===== config.mk =====
export PLATFORM = sky130hd
export DESIGN_NAME = fetch_sequencer
export DESIGN_NICKNAME = d
export VERILOG_FILES = /design/src/rtl/fetch_pkg.sv /design/src/rtl/fetch_skid_buffer.sv /design/src/rtl/fetch_sequencer.sv
export SDC_FILE = /design/constraint.sdc
export NUM_CORES = 1
export LEC_CHECK = 0
export BUFFER_PORTS_ARGS = -buffer_cell sky130_fd_sc_hd__buf_2
export CAP_MARGIN = 20
export CORE_MARGIN = 4
export CORE_UTILIZATION = 51
export CTS_BUF_LIST = sky130_fd_sc_hd__clkbuf_4 sky130_fd_sc_hd__clkbuf_8
export CTS_CLUSTER_DIAMETER = 30
export DETAILED_ROUTE_END_ITERATION = 12
export GPL_TIMING_DRIVEN = 1
export PLACE_DENSITY = 0.84
export SYNTH_ARGS = -nofsm -noshare
export SYNTH_HDL_FRONTEND = slang
export SYNTH_HIERARCHICAL = 1
export SYNTH_SLANG_ARGS = --single-unit

===== constraint.sdc =====
create_clock -name clk -period 2.1 [get_ports clk]
set_input_delay 0.42 -clock clk [delete_from_list [all_inputs] [get_ports clk]]
set_output_delay 0.42 -clock clk [all_outputs]
set_load 0.01 [all_outputs]

===== src/rtl/fetch_pkg.sv =====
// Shared fetch-stage definitions: sequencer states, redirect kinds and the
// redirect target computation (also used by decode).
package fetch_pkg;

  typedef enum logic [1:0] {
    IDLE  = 2'd0,
    RUN   = 2'd1,
    HOLD  = 2'd2,
    FLUSH = 2'd3
  } fetch_state_t;

  localparam logic REDIR_BRANCH = 1'b0;
  localparam logic REDIR_JUMP   = 1'b1;

  // Branch: pc+1 plus sign-extended 16-bit offset. Jump: keep top 6 bits of pc+1.
  function automatic logic [31:0] redirect_target(input logic        kind,
                                                  input logic [31:0] pc,
                                                  input logic [25:0] imm);
    logic [31:0] next_pc;
    next_pc = pc + 32'd1;
    if (kind == REDIR_JUMP) return {next_pc[31:26], imm};
    return next_pc + {{16{imm[15]}}, imm[15:0]};
  endfunction

endpackage


===== src/rtl/fetch_skid_buffer.sv =====
// One-entry holding register for an instruction and its PC; clear wins over load.
module fetch_skid_buffer #(
  parameter int WIDTH_B = 32
) (
  input  logic               clk,
  input  logic               rst,
  input  logic               load,
  input  logic               clear,
  input  logic [WIDTH_B-1:0] load_instr,
  input  logic [WIDTH_B-1:0] load_pc,
  output logic               held,
  output logic [WIDTH_B-1:0] held_instr,
  output logic [WIDTH_B-1:0] held_pc
);

  always_ff @(posedge clk or posedge rst) begin
    if (rst) begin
      held       <= 1'b0;
      held_instr <= '0;
      held_pc    <= '0;
    end else if (clear) begin
      held <= 1'b0;
    end else if (load) begin
      held       <= 1'b1;
      held_instr <= load_instr;
      held_pc    <= load_pc;
    end
  end

endmodule


===== src/rtl/fetch_sequencer.sv =====
// Instruction-fetch sequencer: owns the PC, drives a 1-cycle-latency ROM and
// hands instructions to decode over valid/ready, with redirect flush and skid.
module fetch_sequencer
  import fetch_pkg::*;
#(
  parameter int               WIDTH_B  = 32,
  parameter int               ADDR_B   = 10,
  parameter logic [WIDTH_B-1:0] RESET_PC = '0
) (
  input  logic               clk,
  input  logic               reset,
  input  logic               fetch_en,
  output logic               rom_en,
  output logic [ADDR_B-1:0]  rom_addr,
  input  logic [WIDTH_B-1:0] rom_dout,
  input  logic               redirect_valid,
  input  logic               redirect_kind,
  input  logic [WIDTH_B-1:0] redirect_pc,
  input  logic [25:0]        redirect_imm,
  output logic               if_valid,
  input  logic               if_ready,
  output logic [WIDTH_B-1:0] if_instr,
  output logic [WIDTH_B-1:0] if_pc,
  output logic [WIDTH_B-1:0] pc_debug
);

  fetch_state_t       state;
  logic [WIDTH_B-1:0] pc_q;
  logic               inflight_v;
  logic [WIDTH_B-1:0] inflight_pc;
  logic               skid_v;
  logic [WIDTH_B-1:0] skid_instr;
  logic [WIDTH_B-1:0] skid_pc;
  logic               issue;
  logic               stall_capture;
  logic [WIDTH_B-1:0] target;

  // The FLUSH cycle issues the redirect target so it is valid two cycles after the pulse.
  assign issue = (state == RUN || state == FLUSH) && fetch_en && !redirect_valid &&
                 !skid_v && (!inflight_v || if_ready);
  assign stall_capture = (state == RUN) && inflight_v && !if_ready && !redirect_valid;
  assign target        = redirect_target(redirect_kind, redirect_pc, redirect_imm);

  assign rom_en   = issue;
  assign rom_addr = pc_q[ADDR_B-1:0];
  assign pc_debug = pc_q;

  always_ff @(posedge clk or posedge reset) begin
    if (reset) begin
      state       <= IDLE;
      pc_q        <= RESET_PC;
      inflight_v  <= 1'b0;
      inflight_pc <= '0;
    end else begin
      // Without a new issue the pending word is either accepted, moved to the skid, or flushed.
      inflight_v <= issue;
      if (issue) begin
        inflight_pc <= pc_q;
        pc_q        <= pc_q + WIDTH_B'(1);
      end
      if (redirect_valid) begin
        pc_q  <= target;
        state <= FLUSH;
      end else begin
        case (state)
          IDLE:    state <= RUN;
          RUN:     if (stall_capture) state <= HOLD;
          HOLD:    if (if_ready) state <= RUN;
          FLUSH:   state <= RUN;
          default: state <= IDLE;
        endcase
      end
    end
  end

  fetch_skid_buffer #(.WIDTH_B(WIDTH_B)) u_skid (
    .clk        (clk),
    .rst        (reset),
    .load       (stall_capture),
    .clear      (redirect_valid | if_ready),
    .load_instr (rom_dout),
    .load_pc    (inflight_pc),
    .held       (skid_v),
    .held_instr (skid_instr),
    .held_pc    (skid_pc)
  );

  always_comb begin
    if_valid = skid_v | inflight_v;
    if_instr = '0;
    if_pc    = '0;
    if (skid_v) begin
      if_instr = skid_instr;
      if_pc    = skid_pc;
    end else if (inflight_v) begin
      if_instr = rom_dout;
      if_pc    = inflight_pc;
    end
  end

endmodule


==> summary.md, run 1 <==
| Metric | Value |
|---|---|
| First-pass GRT wire length | 43890 um |
| Initial core utilization | 0.5215 |
| Die span in x | 141.0 um |
| Vias in the first global route | 8785 |
| Leakage | 6.694 nW |
| Dpl ws | -1910 ps |
| Commonest non-fill, non-tap cell in the layout | buf_4 |
| Initial drt markers | 845 |
| CP Max Fanout | 3 |
| Peak supply drop | 0.3922 mV |
| Final setup viols | 74 |
| Top-level port count | 204 |
| Max-Cap Viols | 0 |
| Hpwl dp | 18580 um |
| Final RePlAce weighted congestion | 0.9215 |
| TritonCTS Sinks | 132 |
| Post-route DRC violation count | 0 |
| Post-synth EDFFs | 0 |
| Total GRT Usage | 0.2724 |
| DR WL/cell | 21.37 um |
| ANT nets after route | 0 |
| Pin count of the biggest net entering global routing | 68 |
| Clock edge transition at the registers on the reported setup and hold paths | 70 ps |
| Cell Area, Synth | 0.009020 mm^2 |
| Number of CTS-inserted buffers | 17 |
| PD cells | 626.1 mW/mm^2 |
| Clk Tree Root Cell | clkbuf_8 |
| Reg2reg setup slack | -300 ps |
| FF-to-FF End | pc_debug[25] |
| H-tree Lvls | 4 |
| Setup CP Type | primary input to flop |
| Least-Margin Pin Slew | 604.2 ps |
| # rows | 48 |
| Unique masters post-synth | 67 |
| RSZ-0062 raised after global routing | yes |
| Synthesis Warnings | 6 |
| Vias post-DR | 9524 |
| Clk_lat worst skew | 430 ps |
| Synth Flop Type | dfrtp_1 |
| P&R area growth vs syn | 52.81% |
| Filler cells | 976 |
| Avg Inst Size Synth | 9.545 um^2 |
| Synth top area share | 0.3662 |
| Worst Setup Start Kind | primary input |
| Total grt overflow | 0 |
| ANT cells | 0 |
| Worst EP arrival | 3890 ps |
| Syn nets | 1080 |
| Layout Cell Area excl Fill | 0.01378 mm^2 |
| Initial antenna violation count | 0 |
| Relative slew slack | 0.5972 |
| Port Buffers | 203 |
| Fin crit period | 3573 ps |
| DR pass1 iterations | 5 |
| CTS Buffer Depth | 2 |
| Hold Path Class | primary input to asynchronous set/reset pin |
| Reg2Reg Depth | 11 |
| Placeable Area | 0.01730 mm^2 |
| WP data required | 2420 ps |
| Worst r2r src | u_skid/held |
| Status | complete, but fails checks |
| Pins Over Slew Limit | 0 |
| Layout cells sized above 1 | 0.5061 |
| Final Hold Fails | 0 |
| Top cell type by total area after synthesis | dfrtp_1 |
| Setup Skew | 8.867 ps |
| Yosys reg bits | 132 |
| Worst Slack Setup Final | -1473 ps |
| Final Util | 0.7969 |
| Most frequent cells in the layout | buf_4 (200), buf_2 (182), nand2_1 (168), dfrtp_1 (131), mux2_4 (60) |
| Placed insts | 1511 |
| FMAX | 279.9 MHz |
| Top cells by area, synth | dfrtp_1 (37%), mux2_4 (10%), nand2_1 (7.2%) |
| Drt total wl | 34450 um |
| Area after DPL | 0.01167 mm^2 |
| Failing checks | negative setup slack |
| Critical Path Sink Type | flop |
| Setup tns final | -29430 ps |
| Finished Layout Cells | 1612 |
| Synth async-reset ratio | 1.000 |
| Die area | 0.01988 mm^2 |
| Start point of the critical path | redirect_pc[3] |
| Seq/Total Area, Yosys | 0.3662 |
| CTS tree | done |
| Final Net Count | 1509 |
| Number of vias per cell | 5.908 |
| Post-Syn Instances | 945 |
| Vert. Die Dim | 141.0 um |
| Final period util | 1.701 |
==> flip-flops by register name, indices dropped and copies added, names as in the netlist <==
register           cells
inflight_pc           32
inflight_v             1
pc_debug              32
state                  2
u_skid/held            1
u_skid/held_instr     32
u_skid/held_pc        32
==> routing by layer <==
metal / vias to the layer above / global-route usage / share of wire
li1: 4204 / - / -
met1: 4602 / 0.3303 / 0.37
met2: 553 / 0.4877 / 0.50
met3: 165 / 0.04274 / 0.068
met4: 0 / 0.1020 / 0.061
met5: - / 0 / 0
==> synth_stat cells (11+ instances only) <==
| master | n |
|---|---|
| o21ai_0 | 42 |
| xnor2_1 | 53 |
| nand4_1 | 16 |
| mux2_4 | 60 |
| xor2_1 | 32 |
| a21oi_1 | 53 |
| inv_1 | 14 |
| nand2_1 | 174 |
| nand3_1 | 29 |
| a22o_1 | 54 |
| and3_1 | 11 |
| clkbuf_1 | 28 |
| dfrtp_1 | 132 |
| ha_1 | 38 |
| nor3_1 | 14 |
| nor2_1 | 62 |
==> power breakdown <==
group / switching [W] / internal (W)
combinational: 0.00155 / 0.00153
sequential: 0.000324 / 0.00293
clock: 0.000960 / 0.00134
total: 0.00283 / 0.00580
==> timing repair <==
| item | CTS | global route |
|---|---|---|
| pin swaps | 80 | 96 |
| buffers inserted | 39 | 30 |
| gates cloned | 7 | 7 |
| setup endpoints to repair | 92 | 88 |
| hold buffers | 0 | 0 |
| resized for setup | 107 | 104 |
==> stage by stage <==
| stage | total power (W) | hold slack, ps |
|---|---|---|
| after floorplan | 0.004684 | 463.3 |
| after global placement | 0.005599 | 482.1 |
| after global routing | 0.009006 | 106.3 |
| final | 0.008630 | 87.55 |
| after CTS | 0.008248 | 80.25 |
| after detailed placement | 0.005695 | 491.5 |
==> kinds of logic (layout without fill, tap and decap cells) <==
kind of cell             Yosys count  count (layout)  synth area share
flip-flops                       132             132            0.3662
multiplexers                      73              73            0.1149
AO/OA/AOI/OAI                    212             212            0.1641
adder cells (fa/ha/maj)           39              39           0.05493
XOR/XNOR                          85              85           0.08254
buffers and inverters             68             510           0.04952
AND/OR/NAND/NOR                  336             336            0.1678
==> final cells by class <==
cell class	instances	area (um^2)	share of cell area
clock buffers	24	311.5	0.02260
flip-flops and latches	132	3304	0.2397
inverters	15	63.81	0.004630
multi-input cells	745	6090	0.4418
well taps	225	281.5	0.02042
clock inverters	8	122.6	0.008896
repair buffers	463	3610	0.2619
==> how the worst max path moves through the flow <==
stage,slack (ps),endpoint
5_1_grt,-1590,pc_debug[31]
6_report,-1470,pc_debug[31]
3_5_place_dp,-1910,pc_debug[31]
2_1_floorplan,-1650,pc_debug[31]
3_3_place_gp,-1810,pc_debug[31]
4_1_cts,-1170,pc_debug[31]
==> critical path, cell delays in order <==
cell and delay (ps):
buf_8 80, nand3_4 70, buf_6 130, nor2_4 130, nand3_4 130, buf_6 140, buf_6 100, buf_6 120
nor2_4 130, xor2_2 320, ha_4 310, a21oi_4 210, o21ai_2 90, nor3b_2 170, o21a_4 140, o31ai_4 260
a211oi_2 140, o21a_1 220, or4_1 390, a31o_1 180
Note: power is estimated with default switching activity, not from simulation.
==> run 2, diff against run 1 <==
SETUP_SLACK_MARGIN = 0.05   (was unset)
==> summary.md, run 2 (synthesized netlist as in run 1, its figures left out) <==
| Metric | Value |
|---|---|
| Post-route DRC violation count | 0 |
| Failing checks | negative setup slack |
| Hold Path Class | primary input to asynchronous set/reset pin |
| Most frequent cells in the layout | buf_4 (202), buf_2 (183), nand2_1 (162), dfrtp_1 (131), mux2_4 (60) |
| Dpl ws | -1910 ps |
| Initial antenna violation count | 0 |
| Least-Margin Pin Slew | 608.0 ps |
| Hpwl dp | 18580 um |
| CTS tree | done |
| DR WL/cell | 22.18 um |
| Critical Path Sink Type | flop |
| Commonest non-fill, non-tap cell in the layout | buf_4 |
| Setup CP Type | primary input to flop |
| ANT cells | 0 |
| Number of vias per cell | 5.939 |
| CP Max Fanout | 3 |
| Vias in the first global route | 8916 |
| First-pass GRT wire length | 44610 um |
| P&R area growth vs syn | 56.08% |
| Total power | 0.008707 W |
| Worst Setup Start Kind | primary input |
| Die area | 0.01988 mm^2 |
| Status | complete, but fails checks |
| DR pass1 iterations | 5 |
| Filler cells | 930 |
| Port Buffers | 203 |
| # rows | 48 |
| Max-Cap Viols | 0 |
| ANT nets after route | 0 |
| Clock edge transition at the registers on the reported setup and hold paths | 70 ps |
| Vias post-DR | 9657 |
| Clk_lat worst skew | 430 ps |
| Placeable Area | 0.01730 mm^2 |
| Peak supply drop | 0.4025 mV |
| Worst hold margin | 78.79 ps |
| Final Hold Fails | 0 |
| Final Net Count | 1523 |
| WP data required | 2430 ps |
| Worst Slack Setup Final | -1547 ps |
| Total GRT Usage | 0.2778 |
| Number of CTS-inserted buffers | 17 |
| Die span in x | 141.0 um |
| Relative slew slack | 0.5946 |
| Final Util | 0.8139 |
| Setup Skew | 9.728 ps |
| CTS Buffer Depth | 2 |
| Leakage | 6.876 nW |
| Pins Over Slew Limit | 0 |
| H-tree Lvls | 4 |
| Fin crit period | 3647 ps |
| TritonCTS Sinks | 132 |
| Drt total wl | 36060 um |
| Pin count of the biggest net entering global routing | 68 |
| Final period util | 1.737 |
| Vert. Die Dim | 141.0 um |
| Total grt overflow | 0 |
| FMAX | 274.2 MHz |
| Final setup viols | 91 |
| PD cells | 618.5 mW/mm^2 |
| Initial core utilization | 0.5215 |
| Final RePlAce weighted congestion | 0.9215 |
| Clk Tree Root Cell | clkbuf_8 |
| Layout cells sized above 1 | 0.5211 |
| Initial drt markers | 943 |
| RSZ-0062 raised after global routing | yes |
| Worst EP arrival | 3970 ps |
| Top-level port count | 204 |
## run 2: per-layer routing
| layer | global-route usage | share of wire | vias to the layer above |
|---|---|---|---|
| li1 | - | - | 4244 |
| met1 | 0.3323 | 0.36 | 4616 |
| met4 | 0.1112 | 0.070 | 0 |
| met5 | 0 | 0 | - |
| met3 | 0.04308 | 0.071 | 195 |
| met2 | 0.4995 | 0.50 | 602 |
## run 2: final timing paths
check | to | cells after the start | slack (ps) | from
min in group clk | u_skid/held_instr[15] | 2 | 230 | rom_dout[15]
hold reg to reg | inflight_pc[22] | 2 | 510 | inflight_pc[22]
max in group asynchronous | u_skid/held_instr[27] | 3 | 1710 | reset
hold / removal | inflight_pc[29] | 3 | 80 | reset
setup reg to reg | pc_debug[25] | 11 | -230 | u_skid/held
setup / recovery | pc_debug[31] | 20 | -1550 | redirect_pc[3]
## run 2: power breakdown
group | leakage, nW | total [W] | internal [W] | switching, W
clock | 0.215 | 0.00232 | 0.00134 | 0.000977
sequential | 1.67 | 0.00327 | 0.00293 | 0.000339
combinational | 4.99 | 0.00312 | 0.00154 | 0.00158
## run 2: cell type report
class / count / area, um^2 / area share
clock inverters: 8 / 122.6 / 0.008710
repair buffers: 477 / 3841 / 0.2728
inverters: 15 / 63.81 / 0.004533
multi-input cells: 745 / 6153 / 0.4371
flip-flops and latches: 132 / 3304 / 0.2347
clock buffers: 24 / 311.5 / 0.02213
well taps: 225 / 281.5 / 0.02000
## run 2: stage by stage
stage	instances	instance area, um^2	TNS (ps)
6_report	1626	14080	-35080
4_1_cts	1591	13160	-22830
3_5_place_dp	1511	11670	-33200
2_1_floorplan	945	9258	-15510
5_1_grt	1626	14080	-40070
3_3_place_gp	1511	11670	-30420
## run 2: what timing repair did
item	in CTS	in global routing
hold buffers	0	0
buffers inserted	40	39
endpoints found under the setup margin	93	94
cloned	10	11
pin swaps	80	110
gates resized for setup	113	127
endpoints found under the hold margin	0	0
## run 2: critical path: stages
cell and delay (ps):
buf_8 80, nand3_4 80, buf_6 130, nor2_4 140
nand3_4 140, buf_6 150, buf_6 110, buf_6 120
nor2_4 130, xor2_2 320, ha_4 300, a21oi_4 190
o21ai_2 90, nor3b_2 170, o21a_4 130, o31ai_4 270
a211oi_2 140, o21a_1 230, or4_1 430, a31o_1 190
==> run 3, diff against run 2 <==
BUFFER_PORTS_ARGS = -buffer_cell sky130_fd_sc_hd__clkbuf_2   (was -buffer_cell sky130_fd_sc_hd__buf_2)
SLEW_MARGIN = 20   (was unset)
==> summary.md, run 3 (synthesized netlist as in run 1, its figures left out) <==
| Metric | Value |
|---|---|
| Layout Cell Area excl Fill | 0.01384 mm^2 |
| Worst path buffer plus inverter count | 1 |
| Initial drt markers | 520 |
| DR WL/cell | 19.39 um |
| Die span in x | 141.0 um |
| Reg2Reg Depth | 11 |
| Start point of the critical path | redirect_pc[4] |
| Clk_lat worst skew | 430 ps |
| P&R area growth vs syn | 53.43% |
| Pin count of the biggest net entering global routing | 68 |
| Final period util | 1.608 |
| Final Util | 0.8001 |
| CP delay by family, top | compound AO/OA/AOI/OAI gates |
| Vias in the first global route | 9191 |
| PD cells | 587.3 mW/mm^2 |
| Critical Path Sink Type | flop |
| Number of vias per cell | 5.718 |
| Placeable Area | 0.01730 mm^2 |
| WP data required | 2420 ps |
| Port Buffers | 203 |
| CTS tree | done |
| Most frequent cell on the critical path | nand3_4 |
| CP Max Fanout | 4 |
| CP max stage cell | or4_4 |
| Vert. Die Dim | 141.0 um |
| Hpwl dp | 18690 um |
| Slowest Stage Delay on Critical Path | 580 ps |
| Post-route DRC violation count | 0 |
| Area after DPL | 0.01171 mm^2 |
| # rows | 48 |
| Commonest non-fill, non-tap cell in the layout | buf_4 |
| Relative slew slack | 0.5881 |
| Filler cells | 1025 |
| Worst Slack Setup Final | -1277 ps |
| Initial core utilization | 0.5215 |
| Die area | 0.01988 mm^2 |
| Total GRT Usage | 0.2907 |
| Setup CP Type | primary input to flop |
| Setup Skew | 9.302 ps |
| H-tree Lvls | 4 |
| ANT cells | 0 |
| Hold Buf Count CTS | 0 |
| First-pass GRT wire length | 47060 um |
| Pins Over Slew Limit | 0 |
| Initial antenna violation count | 0 |
| FF-to-FF End | pc_debug[25] |
| Total power | 0.008128 W |
| DR pass1 iterations | 6 |
| Multi-input logic area | 0.005971 mm^2 |
| Final Hold Fails | 0 |
| Fin crit period | 3377 ps |
| Status | complete, but fails checks |
| Worst r2r src | u_skid/held |
| Total grt overflow | 0 |
| Leakage | 6.882 nW |
| Worst EP arrival | 3700 ps |
| ANT nets after route | 0 |
| Reg2reg setup slack | -140 ps |
| Layout cells sized above 1 | 0.5018 |
| Most frequent cells in the layout | buf_4 (202), nand2_1 (160), clkbuf_2 (134), dfrtp_1 (131), mux2_4 (60) |
| Max-Cap Viols | 0 |
| FF+latch area | 0.003304 mm^2 |
| Setup tns final | -37430 ps |
| Clk Tree Root Cell | clkbuf_8 |
| Drt total wl | 31410 um |
| Least-Margin Pin Slew | 617.8 ps |
| RSZ-0062 raised after global routing | yes |
| Final setup viols | 92 |
| Vias post-DR | 9263 |
| Failing checks | negative setup slack |
| Critical-path cell list | buf_8, nand3_4, or4_4, nor2_8, nand3_4, xnor2_2, ha_2, a21oi_2, o21ai_2, a2111o_1, a31oi_1, o21ai_1, a21o_4, o21a_1, or4_1, a31o_1 |
| Final RePlAce weighted congestion | 0.9371 |
| Clock edge transition at the registers on the reported setup and hold paths | 70 ps |
| CTS Buffer Depth | 2 |
| Number of CTS-inserted buffers | 17 |
| Worst Setup Start Kind | primary input |
| Peak supply drop | 0.3548 mV |
| TritonCTS Sinks | 132 |
| Top-level port count | 204 |
| Hold Path Class | primary input to asynchronous set/reset pin |
| Final Net Count | 1517 |
| FMAX | 296.2 MHz |
[run 3: worst max path at each step]
| stage | slack, ps | endpoint | depth (start not counted) |
|---|---|---|---|
| finish | -1280 | pc_debug[31] | 16 |
| floorplan | -1650 | pc_debug[31] | 16 |
| CTS | -1260 | pc_debug[31] | 16 |
| global placement | -1840 | pc_debug[31] | 16 |
| global route | -1360 | pc_debug[31] | 17 |
| detailed placement | -1940 | pc_debug[31] | 16 |
[run 3: routing by layer]
layer	up-vias	routed length (um)	share of wire	GRT usage
li1	4236	-	-	-
met1	4503	12130	0.39	0.3476
met2	427	16250	0.52	0.5204
met3	97	1897	0.060	0.04919
met4	0	1133	0.036	0.1147
met5	-	0	0	0
[run 3: through the flow]
stage	setup WS, ps	std cells	hold slack (ps)
after detailed placement	-1940	1516	492.8
after CTS	-1260	1602	57.95
final	-1277	1620	51.20
after floorplan	-1650	945	463.3
after global routing	-1364	1620	91.01
after global placement	-1835	1516	484.6
[run 3: worst reg2reg max path, cell delays in order, from the launching register on]
cell and delay, ps:
dfrtp_2 440, nor2_4 90, o2111ai_2 130, inv_2 80, and3_1 170, nand3_1 160
buf_4 210, nor2_1 270, nand3_1 140, xnor2_1 200, o22ai_1 120, a21oi_1 140
[run 3: layout make-up]
| class | count | share of cell area |
|---|---|---|
| multi-input cells | 745 | 0.4314 |
| repair buffers | 471 | 0.2786 |
| flip-flops and latches | 132 | 0.2388 |
| clock buffers | 21 | 0.02088 |
| well taps | 225 | 0.02034 |
| clock inverters | 11 | 0.005605 |
| inverters | 15 | 0.004340 |
[run 3: report_power, final]
part	switching, W	leakage, nW	internal [W]
Combinational	0.00141	5.03	0.00147
Sequential	0.000366	1.67	0.00293
Clock	0.00101	0.184	0.000942
Total	0.00278	6.88	0.00534
[run 3: repair_timing]
item | 4_1_cts | 5_1_grt
setup endpoints to repair | 92 | 94
resized for setup | 119 | 167
pin swaps | 56 | 45
buffers inserted | 35 | 33
cloned | 19 | 4
